==> src/rtl/i2s_tx.sv <==
// I2S serial transmitter: synchronizes the upstream word-select, holds one stereo frame, shifts it out MSB first.
// Optional build macro I2S_TX_HOLD_LAST_EN: on underrun repeat the last frame instead of sending silence.
module i2s_tx #(
    parameter int DATA_W   = 16,
    parameter int BCLK_DIV = 8
) (
    input  logic              clk,
    input  logic              rst_n,
    input  logic              lrclk_in,
    input  logic [DATA_W-1:0] sample_l,
    input  logic [DATA_W-1:0] sample_r,
    input  logic              sample_valid,
    output logic              sample_ready,
    output logic              bclk,
    output logic              lrclk,
    output logic              sdata,
    output logic              underrun
);
    localparam int DIV_W = $clog2(BCLK_DIV);
    localparam int BIT_W = $clog2(DATA_W + 2);
    localparam logic [DIV_W-1:0] DIV_MAX  = DIV_W'(BCLK_DIV - 1);
    localparam logic [DIV_W-1:0] DIV_HALF = DIV_W'(BCLK_DIV / 2);
    localparam logic [BIT_W-1:0] BIT_MAX  = BIT_W'(DATA_W + 1);
    localparam logic [BIT_W-1:0] BIT_LAST = BIT_W'(DATA_W);

    logic              sync1_q, sync2_q, lr_q;
    logic              run_q, run_d;
    logic [DIV_W-1:0]  div_q, div_d;
    logic [BIT_W-1:0]  bit_q, bit_d;
    logic              bclk_q, bclk_d, sdata_q, sdata_d, ur_q, ur_d;
    logic [DATA_W-1:0] hold_l_q, hold_l_d, hold_r_q, hold_r_d;
    logic              hold_full_q, hold_full_d, ready_q, ready_d;
    logic [DATA_W-1:0] frame_l_q, frame_l_d, frame_r_q, frame_r_d;
    logic [DATA_W-1:0] shift_q, shift_d;
    logic              edge_det, fall, rise, accept;

    assign edge_det = sync2_q ^ lr_q;
    assign fall     = edge_det & ~sync2_q;
    assign rise     = edge_det & sync2_q;
    assign accept   = sample_valid & ready_q;

    always_comb begin
        run_d       = run_q;
        div_d       = div_q;
        bit_d       = bit_q;
        sdata_d     = sdata_q;
        ur_d        = 1'b0;
        hold_l_d    = hold_l_q;
        hold_r_d    = hold_r_q;
        hold_full_d = hold_full_q;
        frame_l_d   = frame_l_q;
        frame_r_d   = frame_r_q;
        shift_d     = shift_q;

        if (fall) begin
            if (hold_full_q) begin
                frame_l_d   = hold_l_q;
                frame_r_d   = hold_r_q;
                hold_full_d = 1'b0;
            end else begin
                ur_d = 1'b1;
`ifdef I2S_TX_HOLD_LAST_EN
                frame_l_d = frame_l_q;
                frame_r_d = frame_r_q;
`else
                frame_l_d = '0;
                frame_r_d = '0;
`endif
            end
            shift_d = frame_l_d;
        end else if (rise) begin
            shift_d = frame_r_q;
        end

        // Accept happens only with hold empty, so it never collides with the drain above.
        if (accept) begin
            hold_l_d    = sample_l;
            hold_r_d    = sample_r;
            hold_full_d = 1'b1;
        end
        ready_d = ~hold_full_d;

        // Every word-select edge restarts the bit clock so BCLK stays phase-locked to LRCLK.
        if (edge_det) begin
            run_d   = 1'b1;
            div_d   = '0;
            bit_d   = '0;
            sdata_d = 1'b0;
        end else if (run_q) begin
            if (div_q == DIV_MAX) begin
                div_d = '0;
                if (bit_q != BIT_MAX) begin
                    bit_d = bit_q + BIT_W'(1);
                    if (bit_q < BIT_LAST) begin
                        sdata_d = shift_q[DATA_W-1];
                        shift_d = shift_q << 1;
                    end else begin
                        sdata_d = 1'b0;
                    end
                end
            end else begin
                div_d = div_q + DIV_W'(1);
            end
        end
        bclk_d = run_d && (div_d >= DIV_HALF);
    end

    always_ff @(posedge clk or negedge rst_n) begin
        if (!rst_n) begin
            sync1_q     <= 1'b0;
            sync2_q     <= 1'b0;
            lr_q        <= 1'b0;
            run_q       <= 1'b0;
            div_q       <= '0;
            bit_q       <= '0;
            bclk_q      <= 1'b0;
            sdata_q     <= 1'b0;
            ur_q        <= 1'b0;
            hold_l_q    <= '0;
            hold_r_q    <= '0;
            hold_full_q <= 1'b0;
            ready_q     <= 1'b1;
            frame_l_q   <= '0;
            frame_r_q   <= '0;
            shift_q     <= '0;
        end else begin
            sync1_q     <= lrclk_in;
            sync2_q     <= sync1_q;
            lr_q        <= sync2_q;
            run_q       <= run_d;
            div_q       <= div_d;
            bit_q       <= bit_d;
            bclk_q      <= bclk_d;
            sdata_q     <= sdata_d;
            ur_q        <= ur_d;
            hold_l_q    <= hold_l_d;
            hold_r_q    <= hold_r_d;
            hold_full_q <= hold_full_d;
            ready_q     <= ready_d;
            frame_l_q   <= frame_l_d;
            frame_r_q   <= frame_r_d;
            shift_q     <= shift_d;
        end
    end

    assign sample_ready = ready_q;
    assign bclk         = bclk_q;
    assign lrclk        = lr_q;
    assign sdata        = sdata_q;
    assign underrun     = ur_q;
endmodule
==> config.mk <==
export PLATFORM = sky130hd
export DESIGN_NAME = i2s_tx
export DESIGN_NICKNAME = d
export VERILOG_FILES = /design/src/rtl/i2s_tx.sv
export SDC_FILE = /design/constraint.sdc
export NUM_CORES = 1
export LEC_CHECK = 0
export BUFFER_PORTS_ARGS = -buffer_cell sky130_fd_sc_hd__buf_2
export CAP_MARGIN = 20
export CORE_MARGIN = 5
export CORE_UTILIZATION = 29
export DETAILED_ROUTE_END_ITERATION = 12
export MAX_ROUTING_LAYER = met4
export PLACE_DENSITY = 0.45
export RECOVER_POWER = 25
export SLEW_MARGIN = 0
export SYNTH_ARGS = -nofsm -noshare
export SYNTH_HDL_FRONTEND = slang
export SYNTH_SLANG_ARGS = --single-unit
==> constraint.sdc <==
create_clock -name clk -period 2.8 [get_ports clk]
set_input_delay 0.56 -clock clk [delete_from_list [all_inputs] [get_ports clk]]
set_output_delay 0.56 -clock clk [all_outputs]
set_load 0.05 [all_outputs]
* After elaboration in Yosys (flattened, before gate mapping)
Index checks and enable logic that the tools add are counted.
Operators by class: reductions and logical operators 5, bitwise operators 6, mux-type cells 26, add/subtract/negate cells 2, magnitude comparators 2, equality and inequality tests 2
Operators with widths (count):
- $mux W16 | 9
- $mux W5 | 4
- $mux W1 | 10
- $mux W3 | 3
- $reduce_bool A2 Y1 | 3
- $add A5 B1 Y5 const B | 1
- $lt A5 B5 Y1 const B | 1
- $ne A5 B5 Y1 const B | 1
- $add A3 B1 Y3 const B | 1
- $and A1 B1 Y1 | 3
- $eq A3 B3 Y1 const B | 1
- $ge A3 B3 Y1 const B | 1
- $reduce_and A3 Y1 | 1
- $not A1 Y1 | 2
- $logic_and A1 B1 Y1 | 1
- $xor A1 B1 Y1 | 1
Word-level totals: bits of input ports 36, register bits after elaboration 81, output and inout port bits 5, logic and storage cells 58

* Longest topological paths before layout
depth after elaboration 9, depth in mapped cells 7, depth with buffers taken out 5

* Worst setup path after synthesis
OpenSTA, ideal clock, no wires.
path kind register to register, start point reg lr_q (netlist: lrclk), end point reg shift_q[10], buffers on the path 2, stages on the path, launching flop included 8, clock period less this slack 1.719 ns, setup time 0.141 ns, arrival time 1.578 ns, path slack 1.081 ns, required time 2.659 ns, cells stage by stage dfrtp_1 inv_1 ha_1 buf_4 buf_6 mux2_2 nand2_1 a31oi_1
Between the ends: word-level cells in the longest chain between the ends 9, elaborated cells on any way between the ends 10, classes of those cells 7 x mux; 3 x bitwise
Ends and longest elaborated chain:
- start, declared | line 26 | logic sync1_q, sync2_q, lr_q;
- start signal, assigned | line 129 | lr_q <= sync2_q;
- $xor A1 B1 Y1 * | line 37 | assign edge_det = sync2_q ^ lr_q;
- $and A1 B1 Y1 | line 39 | assign rise = edge_det & sync2_q;
- $mux W16 | line 71 | end else if (rise) begin
- $mux W16 | line 55 | if (fall) begin
- $mux W16 | line 94 | if (bit_q < BIT_LAST) begin
- $mux W16 | line 92 | if (bit_q != BIT_MAX) begin
- $mux W16 | line 90 | if (div_q == DIV_MAX) begin
- $mux W16 | line 89 | end else if (run_q) begin
- $mux W16 * | line 84 | if (edge_det) begin
- named net shift_d[10] | line 34 | logic [DATA_W-1:0] shift_q, shift_d;
- end signal, assigned | line 142 | shift_q <= shift_d;
- end, declared | line 34
The timed path passes the listed nets; every way through them passes the cells marked *. A chain may end at the register's enable or synchronous reset.

* Worst setup path in the final report
start point reg lr_q (netlist: lrclk), end point reg shift_q[5]
The elaborated chain is that of the path after synthesis.

==> flow_summary.toml <==
[global_route]
grt_pass1_vias = 2352
grt_use_met2_pct = 16.74
grt_max_degree = 46
antenna_found_initial = 0
overflow = 0
grt.total_usage_pct = 10.82
busiest_layer = "met2"
grt_pass1_wl_um = 11920
grtUsageMet1_pct = 13.35
use_met3_pct = 3.534

[die]
die_h_um = 119.6
die_area_mm2 = 0.01430
initial_core_util_pct = 29.23
core_mm2 = 0.01191
rows = 40
ioPinCount = 41
die_x_um = 119.6

[cts]
tritoncts = "done"
h-tree-depth = 3
post_cts_hold_buffer_count = 0
cts_root_buffer = "clkbuf_16"
cts.sinks = 81
cts_resized = 0
clk_pin_slew_worst_paths_ns = 0.06
clk_latency_ns = 0.33
cts.path.max_buffers = 2
numCtsBuffers = 9
postCtsSetupBuffers = 0

[outcome]
status = "finished, final reports clean"

[timing]
finalCritPeriodShare_pct = 63.68
tns_ns = 0
whs_ns = 0.1900
fin_crit_ns = 1.783
slew_viol_final = 0
tightestPinTransition_ns = 1.098
finClkSkew_ns = 0.006758
hold_viol = 0
relSlewSlack_pct = 26.81
setup_violations = 0
timing.fmax_mhz = 560.9
rsz0062_at_grt = "false"

[worst_setup_path]
worst_setup_path_start_kind = "register"
cp_max_fo = 16
rr_worst_depth = 5
worstSetupEndpointType = "register"
crit_required_ns = 2.99
path_class = "register to register"
worstPathArrival_ns = 1.98
reg2reg_slack_ns = 1.02

[synth]
ys_seq_elements = 81
synthArstFlopShare_pct = 100.0
synth-simple-area-share_pct = 10.71
synth_edf_count = 0
syn_inst = 291
synthAdderAreaFrac_pct = 2.156
syn_area_mm2 = 0.003482
synth_top_family_by_area = "multiplexers"
ys_types = 30
synth_sequential_area_ratio_pct = 58.25
synth-main-ff-cell = "dfrtp_1"
syn-num-nets = 333
avgSynthCellArea_um2 = 11.97
synth_compound_area_share_pct = 8.408
synthMuxAreaShare_pct = 16.10
ys.warnings.count = 0
synthXorXnorAreaFrac_pct = 0

[routing]
drt-total-wl_um = 6868
routedWlPerCell_um = 14.28
dr_total_vias = 2183
ant_nets = 0
drtIter0Drc = 94
remaining_drc_errors = 0
vias_per_cell = 4.538
firstDrtPassIters = 4

[final_layout]
final_cell_mix = "dfrtp_1 (80), mux2_2 (48), buf_2 (39)"
fillCellCount = 1212
area_delta_synth_final_pct = 18.51
drive_above_1_share_pct = 33.83
layout.cells.non_filler = 481
final_common_cell = "dfrtp_1"
diodes = 0
nNetsFinal = 371

[flow_run]
maxCapViolations = 0

[power_and_ir_drop]
power.total_w = 0.003554
leakage_nw = 1.892
ir_drop_v = 0.0003269
p_per_area_mw_per_mm2 = 861.2

[min_path]
worstHoldPathType = "input pin to asynchronous set/reset pin"

[place]
hpwl_um = 4448
gp_congestion = 0.7016
dpl.cell_count = 465
portBuffers = 40
## routing by layer
layer / wire [um] / part of all wire [%]
met5: 0 / 0
met4: 82 / 1.2
met3: 239 / 3.5
met2: 3280 / 48
met1: 3264 / 48
## stage by stage
stage	cell area, um^2	utilization, %	worst slack, ns
CTS	4141	34.77	0.9815
global route	4126	34.64	0.8026
finish	4126	34.64	1.017
global placement	3819	32.06	1.026
floorplan	3482	-	1.081
detailed placement	3819	32.06	0.9783
## power by group
group | switching (W) | internal [W]
Clock | 0.000455 | 0.000804
Combinational | 0.000245 | 0.000340
Sequential | 0.000200 | 0.00151
Total | 0.000901 | 0.00265
## cells in the mapped netlist, types with 3 or more instances
cell type | n | share of area, %
buf_2 | 11 | 1.6
inv_1 | 13 | 1.4
ha_1 | 6 | 2.2
a21boi_1 | 3 | 0.65
o21ai_0 | 13 | 1.9
clkbuf_1 | 4 | 0.43
mux2_2 | 48 | 16
a22o_1 | 8 | 2.0
nor2b_1 | 3 | 0.54
nand2_1 | 35 | 3.8
nor2_1 | 17 | 1.8
a21boi_0 | 3 | 0.65
a31oi_1 | 15 | 2.7
dfrtp_1 | 80 | 57
nand3_1 | 11 | 1.6
or3_1 | 4 | 0.72
## area by class of cell
type / count / area (um^2) / share of cell area (%)
sequential: 81 / 2028 / 49.15
multi-input combinational: 178 / 1301 / 31.53
clock buffer: 11 / 242.7 / 5.882
timing repair buffer: 45 / 237.7 / 5.761
tap: 147 / 183.9 / 4.457
clock inverter: 5 / 80.08 / 1.941
inverter: 14 / 52.55 / 1.273
## kinds of logic (layout without fill, tap and decap cells)
| family | count (synthesis) | after routing |
|---|---|---|
| buffers and inverters | 32 | 75 |
| AOI/OAI and AO/OA | 44 | 44 |
| muxes | 50 | 50 |
| adders and majority gates | 6 | 6 |
| and+or+nand+nor | 78 | 78 |
| DFF | 81 | 81 |
## path summary, 6_finish.rpt
path / from / endpoint
max: lrclk / shift_q[5]
min: rst_n / sdata
max reg2reg: lrclk / shift_q[5]
min reg2reg: sync1_q / sync2_q
max in group asynchronous: rst_n / sync2_q
min in group clk: lrclk_in / sync1_q
## critical path, stage by stage (launching register included)
cell and delay [ns]:
dfrtp_1 0.39, inv_1 0.06, ha_1 0.64, mux2_2 0.41, nand2_1 0.06, a31oi_1 0.08
## registers in the layout, summed over array words and instances, names as in the netlist, 3 cells and up
register,flops
hold_l_q,16
hold_r_q,16
div_q,3
frame_r_q,16
bit_q,5
shift_q,16
Note: power is estimated with default switching activity, not from simulation.
